--- src/rtl/clock_pkg.sv ---
// Shared encodings for the desktop-clock mode sequencer: state codes,
// display-source codes and default alarm timing.
package clock_pkg;

  typedef enum logic [2:0] {
    ST_RUN       = 3'd0,
    ST_SET_TIME  = 3'd1,
    ST_SET_ALARM = 3'd2,
    ST_RING      = 3'd3,
    ST_SNOOZE    = 3'd4
  } mode_e;

  localparam logic [1:0] DISP_TIME = 2'd0;
  localparam logic [1:0] DISP_TSET = 2'd1;
  localparam logic [1:0] DISP_ASET = 2'd2;
  localparam logic [1:0] DISP_RING = 2'd3;

  localparam int RING_SEC_DEF   = 60;
  localparam int SNOOZE_SEC_DEF = 300;

  // Snooze deliberately shows the time, not the ring pattern.
  function automatic logic [1:0] disp_of(mode_e m);
    case (m)
      ST_SET_TIME:  disp_of = DISP_TSET;
      ST_SET_ALARM: disp_of = DISP_ASET;
      ST_RING:      disp_of = DISP_RING;
      default:      disp_of = DISP_TIME;
    endcase
  endfunction

endpackage

--- src/rtl/sec_countdown.sv ---
// Loadable seconds down-counter; holds at zero instead of wrapping.
module sec_countdown #(
  parameter int CNT_W = 9
) (
  input  logic             clk,
  input  logic             rst,
  input  logic             load,
  input  logic [CNT_W-1:0] load_val,
  input  logic             tick,
  output logic             zero
);

  logic [CNT_W-1:0] cnt_q, cnt_d;

  always_comb begin
    cnt_d = cnt_q;
    if (load)                 cnt_d = load_val;
    else if (tick && !zero)   cnt_d = cnt_q - 1'b1;
  end

  always_ff @(posedge clk or posedge rst) begin
    if (rst) cnt_q <= '0;
    else     cnt_q <= cnt_d;
  end

  assign zero = (cnt_q == '0);

endmodule

--- src/rtl/clock_mode_ctrl.sv ---
// Mode sequencer for the desktop clock: owns button routing, setter
// clear/commit strobes, and the ring/snooze timing.
module clock_mode_ctrl
  import clock_pkg::*;
#(
  parameter int RING_SEC   = RING_SEC_DEF,
  parameter int SNOOZE_SEC = SNOOZE_SEC_DEF,
  parameter int CNT_W      = 9
) (
  input  logic       clk,
  input  logic       rst,
  input  logic       sec_tick,
  input  logic       btn_mode,
  input  logic       ent,
  input  logic       ret,
  input  logic       bstep,
  input  logic       btn_stop,
  input  logic       btn_snooze,
  input  logic       time_done,
  input  logic       alarm_done,
  input  logic       alarm_match,
  output logic       ent_t,
  output logic       ret_t,
  output logic       bstep_t,
  output logic       ent_a,
  output logic       ret_a,
  output logic       bstep_a,
  output logic       clr_t,
  output logic       clr_a,
  output logic       load_time,
  output logic       load_alarm,
  output logic       alarm_armed,
  output logic       alarm_going_off,
  output logic [1:0] disp_sel,
  output logic [2:0] mode
);

  mode_e state_q, state_d;
  logic  pend_q, pend_d, armed_q, armed_d;
  logic  am_q, td_q, ad_q;
  logic  load_t_q, load_t_d, load_a_q, load_a_d;
  logic  clr_t_q, clr_t_d, clr_a_q, clr_a_d;
  logic  [1:0] disp_q;
  logic  ring_q;
  logic  am_rise, td_rise, ad_rise;
  logic  cd_load, cd_tick, cd_zero;
  logic  [CNT_W-1:0] cd_val;

  assign am_rise = alarm_match & ~am_q;
  assign td_rise = time_done   & ~td_q;
  assign ad_rise = alarm_done  & ~ad_q;
  assign cd_tick = sec_tick & (state_q == ST_RING || state_q == ST_SNOOZE);

  sec_countdown #(.CNT_W(CNT_W)) u_cd (
    .clk      (clk),
    .rst      (rst),
    .load     (cd_load),
    .load_val (cd_val),
    .tick     (cd_tick),
    .zero     (cd_zero)
  );

  always_comb begin
    state_d  = state_q;
    pend_d   = pend_q;
    armed_d  = armed_q;
    load_t_d = 1'b0;
    load_a_d = 1'b0;
    clr_t_d  = 1'b0;
    clr_a_d  = 1'b0;
    cd_load  = 1'b0;
    cd_val   = '0;
    case (state_q)
      ST_RUN: begin
        // A due alarm beats a simultaneous mode press.
        if (armed_q && (am_rise || pend_q)) begin
          state_d = ST_RING;
          pend_d  = 1'b0;
          cd_load = 1'b1;
          cd_val  = CNT_W'(RING_SEC);
        end else if (btn_mode) begin
          state_d = ST_SET_TIME;
          clr_t_d = 1'b1;
        end
      end
      ST_SET_TIME: begin
        if (armed_q && am_rise) pend_d = 1'b1;
        if (td_rise) begin
          state_d  = ST_RUN;
          load_t_d = 1'b1;
        end else if (btn_mode) begin
          state_d = ST_SET_ALARM;
          clr_a_d = 1'b1;
        end
      end
      ST_SET_ALARM: begin
        if (armed_q && am_rise) pend_d = 1'b1;
        if (ad_rise) begin
          state_d  = ST_RUN;
          load_a_d = 1'b1;
          armed_d  = 1'b1;
        end else if (btn_mode) begin
          state_d = ST_RUN;
        end
      end
      ST_RING: begin
        if (btn_stop) begin
          state_d = ST_RUN;
        end else if (btn_snooze) begin
          state_d = ST_SNOOZE;
          cd_load = 1'b1;
          cd_val  = CNT_W'(SNOOZE_SEC);
        end else if (cd_zero) begin
          state_d = ST_RUN;
        end
      end
      ST_SNOOZE: begin
        if (btn_stop) begin
          state_d = ST_RUN;
        end else if (cd_zero) begin
          state_d = ST_RING;
          cd_load = 1'b1;
          cd_val  = CNT_W'(RING_SEC);
        end
      end
      default: state_d = ST_RUN;
    endcase
  end

  always_ff @(posedge clk or posedge rst) begin
    if (rst) begin
      state_q  <= ST_RUN;
      pend_q   <= 1'b0;
      armed_q  <= 1'b0;
      am_q     <= 1'b0;
      td_q     <= 1'b0;
      ad_q     <= 1'b0;
      load_t_q <= 1'b0;
      load_a_q <= 1'b0;
      clr_t_q  <= 1'b0;
      clr_a_q  <= 1'b0;
      disp_q   <= DISP_TIME;
      ring_q   <= 1'b0;
    end else begin
      state_q  <= state_d;
      pend_q   <= pend_d;
      armed_q  <= armed_d;
      am_q     <= alarm_match;
      td_q     <= time_done;
      ad_q     <= alarm_done;
      load_t_q <= load_t_d;
      load_a_q <= load_a_d;
      clr_t_q  <= clr_t_d;
      clr_a_q  <= clr_a_d;
      disp_q   <= disp_of(state_d);
      ring_q   <= (state_d == ST_RING);
    end
  end

  assign ent_t   = ent   & (state_q == ST_SET_TIME);
  assign ret_t   = ret   & (state_q == ST_SET_TIME);
  assign bstep_t = bstep & (state_q == ST_SET_TIME);
  assign ent_a   = ent   & (state_q == ST_SET_ALARM);
  assign ret_a   = ret   & (state_q == ST_SET_ALARM);
  assign bstep_a = bstep & (state_q == ST_SET_ALARM);

  assign clr_t           = clr_t_q;
  assign clr_a           = clr_a_q;
  assign load_time       = load_t_q;
  assign load_alarm      = load_a_q;
  assign alarm_armed     = armed_q;
  assign alarm_going_off = ring_q;
  assign disp_sel        = disp_q;
  assign mode            = state_q;

endmodule

--- config.mk ---
export PLATFORM = sky130hd
export DESIGN_NAME = clock_mode_ctrl
export DESIGN_NICKNAME = d
export VERILOG_FILES = /design/src/rtl/clock_pkg.sv /design/src/rtl/sec_countdown.sv /design/src/rtl/clock_mode_ctrl.sv
export SDC_FILE = /design/constraint.sdc
export NUM_CORES = 1
export LEC_CHECK = 0
export BUFFER_PORTS_ARGS = -buffer_cell sky130_fd_sc_hd__buf_2
export CORE_MARGIN = 2
export CORE_UTILIZATION = 57
export DETAILED_ROUTE_END_ITERATION = 8
export PLACE_DENSITY = 0.83
export RECOVER_POWER = 50
export REMOVE_ABC_BUFFERS = 1
export SKIP_LAST_GASP = 1
export SYNTH_ARGS = -nofsm -noshare
export SYNTH_HDL_FRONTEND = slang
export SYNTH_SLANG_ARGS = --single-unit
--- constraint.sdc ---
create_clock -name clk -period 4.35 [get_ports clk]
set_input_delay 0.6525 -clock clk [delete_from_list [all_inputs] [get_ports clk]]
set_output_delay 0.6525 -clock clk [all_outputs]
set_load 0.02 [all_outputs]
* Word-level counts from Yosys, hierarchy flattened
Index checks and enable logic that the tools add are counted.
** Operators by class
- Multipliers :: 0
- $lt $le $gt $ge :: 0
- Divide/modulo/power cells :: 0
- Reductions and logical operators :: 13
- Bitwise operators :: 13
- Eq/ne operators :: 9
- Shift-type cells :: 0
- Add/subtract/negate cells :: 1
- Mux-type cells :: 39
** Operators with widths (number)
- two-way mux 9 bit :: 4
- two-way mux 3 bit :: 11
- one-hot mux 9 bit (3 select lines) :: 1
- two-way mux 6 bit :: 3
- two-way mux 1 bit :: 16
- one-hot mux 3 bit (5 select lines) :: 1
- == test 3 x 2 -> 1 bit (second input constant) :: 4
- bitwise AND 1 bit :: 10
- logical NOT 9 bit :: 1
- subtractor 9 x 1 -> 9 bit (second input constant) :: 1
- == test 3 x 1 -> 1 bit (second input constant) :: 2
- one-hot mux 2 bit (3 select lines) :: 1
- nonzero test 2 bit :: 2
- == test 3 bit (second input constant) :: 1
- logical AND 1 bit :: 3
- logical NOT 3 bit :: 1
- NOT 1 bit :: 3
- one-hot mux 1 bit (3 select lines) :: 1
- AND reduction 3 bit :: 1
- logical OR 1 bit :: 2
- != test 2 x 1 -> 1 bit (second input constant) :: 1
- != test 2 bit (second input constant) :: 1
- one-hot mux 1 bit (2 select lines) :: 1
- AND reduction 2 bit :: 1
- other kinds (2) :: 2
** Storage, ports and cells
- Logic and storage cells :: 88
- Memory bits (writable) :: 0
- Register bits after elaboration :: 24
- Latch bits :: 0
- Output and inout port bits :: 17
- Memories :: 0
- Bits of input ports :: 12
- Memory bits (read-only) :: 0

* Longest topological paths before layout
- Depth in word-level cells :: 8
- Gate-level depth with buffers :: 7
- Gate-level depth less buffers :: 6

* Cells and area by module
Synthesis repeated with hierarchy kept, for this count alone.
** Second synthesis, totals
- Cells, all modules :: 133
- Area, all modules :: 1258.7 µm²
** By module, submodules not included
- clock_mode_ctrl :: sequential area each 375.4 µm², cells an instance 64, area an instance 661.9 µm², instances 1
- sec_countdown :: sequential area each 225.2 µm², cells an instance 69, area an instance 596.8 µm², instances 1

* Worst setup path before layout
OpenSTA, ideal clock, no wires.
- Path kind :: register to register
- From :: register state_q[1] (netlist: mode[1])
- To :: register u_cd.cnt_q[2]
- Setup time :: 0.131 ns
- Path buffers :: 2
- Period minus slack after synthesis :: 1.992 ns
- Data arrival time :: 1.861 ns
- Cell stages (with the launch flop) :: 7
- Path slack :: 2.358 ns
- Data required time :: 4.219 ns
- Cells stage by stage :: dfrtp_1 > buf_2 > and3b_1 > and3b_1 > clkbuf_2 > or3_4 > or3_1
** Between the ends
- Word-level cells in the longest chain between the ends :: 5
- Elaborated cells on any way between the ends :: 10
- Those cells by class :: eq/ne: 2; mux: 3; bitwise: 1; reduce/logical: 4
** RTL lines
- start, declared :: line clock_mode_ctrl.sv:38 : mode_e state_q, state_d;
- start signal, assigned :: line clock_mode_ctrl.sv:145 : state_q <= state_d;
- == test 3 x 2 -> 1 bit or == test 3 bit (tied branches) :: line clock_mode_ctrl.sv:52, clock_mode_ctrl.sv:73
- logical OR 1 bit :: line clock_mode_ctrl.sv:52 : assign cd_tick = sec_tick & (state_q == ST_RING || state_q == ST_SNOOZE);
- bitwise AND 1 bit :: line clock_mode_ctrl.sv:52
- logical AND 1 bit :: line sec_countdown.sv:18 : else if (tick && !zero) cnt_d = cnt_q - 1'b1;
- nonzero test 2 bit (no line)
- end signal, assigned :: line sec_countdown.sv:23 : else cnt_q <= cnt_d;
- end, declared :: line sec_countdown.sv:13 : logic [CNT_W-1:0] cnt_q, cnt_d;
Parallel ways exist; a longest one is shown, timed or not.
A chain may end at the register's enable or synchronous reset.

* Worst setup path in the final report
- From :: register u_cd.cnt_q[0]
- To :: register u_cd.cnt_q[2]
** Between the ends
- Word-level cells in the longest chain between the ends :: 5
- Elaborated cells on any way between the ends :: 13
- Those cells by class :: add/sub: 1; mux: 8; reduce/logical: 4
** RTL lines
- parallel branches: the longest is 5 deep, another holds subtractor 9 x 1 -> 9 bit
Several ways; the timed one is not identified. The select of a mux whose other input is x is not followed.

==> flow_summary.ini <==
[status]
status = completed

[power_and_ir_drop]
finalPower_uw = 858
powerDensity_nw_per_um2 = 578
switching_share = 0.426
peakVddDrop_mv = 0.409
pwr-share-comb = 0.454
p_leak_uw = 0.000654
p_int_uw = 493
p_clk_frac = 0.133
power.share.sequential = 0.413
power_switching_uw = 365

[cells_and_area]
syn_to_final_growth_pct = 13.6
drive_above_1_share = 0.248
nNetsFinal = 172
mostFrequentLayoutCells = buf_2, dfrtp_1, nor2_1, nand2_1, a21oi_1
final_common_cell = buf_2
antenna_cells = 0
postLayoutCellArea_um2 = 1490

[die]
dieWidth_um = 51.9
ios = 29
die_y_um = 51.9
core_um2 = 2190
rows = 17
die_area_um2 = 2690
start_util = 0.597

[clock_network]
post-cts-setup-buffer-count = 0
clk_latency_ns = 0.30
numCtsBuffers = 3
cts_resized = 0
cts-root-buf = clkbuf_4
hold_buffers = 0
cts_tree = done
clock_path_buffers = 2
htreeDepth = 1
cts.sink_count = 24
clkTransAtPathRegs_ns = 0.13

[placed_design]
place_ws_ns = 1.96
port-buffer-count = 28
gp_congestion = 0.855
place_hpwl_um = 2180
placed_cell_area_um2 = 1450

[sta]
max_freq_ghz = 0.413
setup_viol = 0
rsz0062_at_grt = false
tightest_slew_ns = 1.16
min_period_over_period = 0.557
finalHoldViolations = 0
fin_crit_ns = 2.42
fin_skew_ns = 0.00305
fin_ws_ns = 1.93
whs_ns = 0.457
final_max_slew_viol_count = 0
slew_headroom = 0.217
fin_setup_tns_ns = 0

[yosys]
syn_inst = 130
yosys.area.top_type = dfrtp_1
yosys_warnings = 0
synth.area.top_cells = dfrtp_1, and2_1, nor4_1
yosysTopAreaCellShare = 0.459
synth-seq-cells = 24
syn_area_um2 = 1310
ys_seq_area_frac = 0.459
yosys.cell_types.count = 45
avgSynthCellArea_um2 = 10.1

[global_routing]
gr-total-overflow = 0
grt_usage = 0.244
first_global_vias = 1161
grt_max_degree = 25
antenna_found_initial = 0
grt_pass1_wl_um = 4890

[routing]
dr.pass1.iters = 4
wl_per_cell_um = 15.2
viasPerCell = 6.27
drtIter0Drc = 24
route.detailed.drc = 0
routed-via-count = 1160
drtAntennaViolNets = 0
routed_wl_um = 2820

[hold_path]
hp-class = input pin to flop
whs_path_depth = 1
hold_end = am_q
min-delay-start = alarm_match

[critical_path]
r2r_end = u_cd.cnt_q[2]
path_cells = inv_1, ha_1, or4b_1, nor2_1, nor4_1, or3_1
cpPeakStageDelay_ns = 0.59
slowest_stage = nor2_1
cp.required_ns = 4.54
path_class = flop to flop
r2r_cells = 6
r2r_setup_slack_ns = 1.93
worst_ep_arrival_time_ns = 2.62
path_delay_family = simple AND/OR/NAND/NOR gates
cp_max_fo = 12
cp-end-kind = flop
worst-path-buf-inv = 1
worstReg2RegStart = u_cd.cnt_q[0]
start_kind = flop

[job]
maxCapViolations = 0
[worst max-delay path by stage]
stage                  startpoint             to  slack [ns]  cells past startpoint
finish              u_cd.cnt_q[0]  u_cd.cnt_q[2]        1.93                      6
floorplan           u_cd.cnt_q[0]  u_cd.cnt_q[2]        2.23                      6
global route        u_cd.cnt_q[0]  u_cd.cnt_q[2]        1.73                      6
detailed placement  u_cd.cnt_q[0]  u_cd.cnt_q[2]        1.96                      6
CTS                 u_cd.cnt_q[0]  u_cd.cnt_q[2]        1.94                      6
global placement    u_cd.cnt_q[0]  u_cd.cnt_q[2]        2.09                      6
[routing by layer]
layer	up-vias	GRT usage	wire [µm]
li1	550	-	-
met1	567	0.289	1150
met2	37	0.426	1480
met3	6	0.0374	134
met4	0	0.123	55
met5	-	0	0
[cell usage after synthesis]
cell and number:
a221oi_1 1, o32ai_1 1, buf_6 1, or2_2 1, and3_1 1, dfrtp_1 24, or4_1 3, nor4b_1 3
and3b_1 3, o211a_2 1, o211ai_1 3, a311oi_1 1, nor2b_1 2, nor3b_1 3, o31ai_1 3, nor2_1 8
or4b_1 1, a21oi_1 7, or3_2 1, mux2i_1 2, o21ai_0 3, nand3_1 3, and2b_1 1, inv_1 4
nor4_4 1, nand2b_1 2, a211oi_1 2, a31oi_1 2, or4_4 1, nor3_1 4, clkbuf_2 1, and4_1 1
or3b_2 2, and2_1 7, nand3b_1 1, or3_4 1, o41ai_1 1, o21a_1 2, buf_2 3, nor4_1 6
or3_1 1, nand2_1 7, o31a_2 1, ha_1 2, nand4_1 1
[state kept, by name, indices dropped and copies added, names as in the netlist]
register,flops
u_cd.cnt_q,9
mode,3
disp_sel,2
ad_q,1
alarm_armed,1
alarm_going_off,1
am_q,1
clr_a,1
clr_t,1
load_alarm,1
load_time,1
pend_q,1
td_q,1
[cell type report]
| class | instances | area, µm² |
|---|---|---|
| Timing Repair Buffer | 28 | 138 |
| Sequential cell | 24 | 601 |
| Tap cell | 28 | 35.0 |
| Multi-Input combinational cell | 97 | 661 |
| Fill cell | 193 | 706 |
| Clock buffer | 4 | 36.3 |
| Inverter | 4 | 15.0 |
[power by group through the flow]
stage                     Clock [µW]  Sequential, µW  Combinational [µW]
after floorplan                    0             386                 241
after global placement             0             354                 374
after detailed placement           0             357                 392
after CTS                        118             353                 393
after global routing             126             366                 432
final                            114             354                 389
[cell families after synthesis]
kind of cell,after synthesis,synth area share
adder cells (fa/ha/maj),2,0.0191
buffers and inverters,9,0.0354
flip-flops,24,0.459
multiplexers,2,0.0153
AO/OA/AOI/OAI,28,0.147
AND/OR/NAND/NOR,65,0.323
[through the flow]
stage,utilization,cells
2_1_floorplan,-,125
6_report,0.678,185
3_5_place_dp,0.662,181
3_3_place_gp,0.662,181
4_1_cts,0.679,185
5_1_grt,0.678,185
Power figures use the tool's default switching activity.
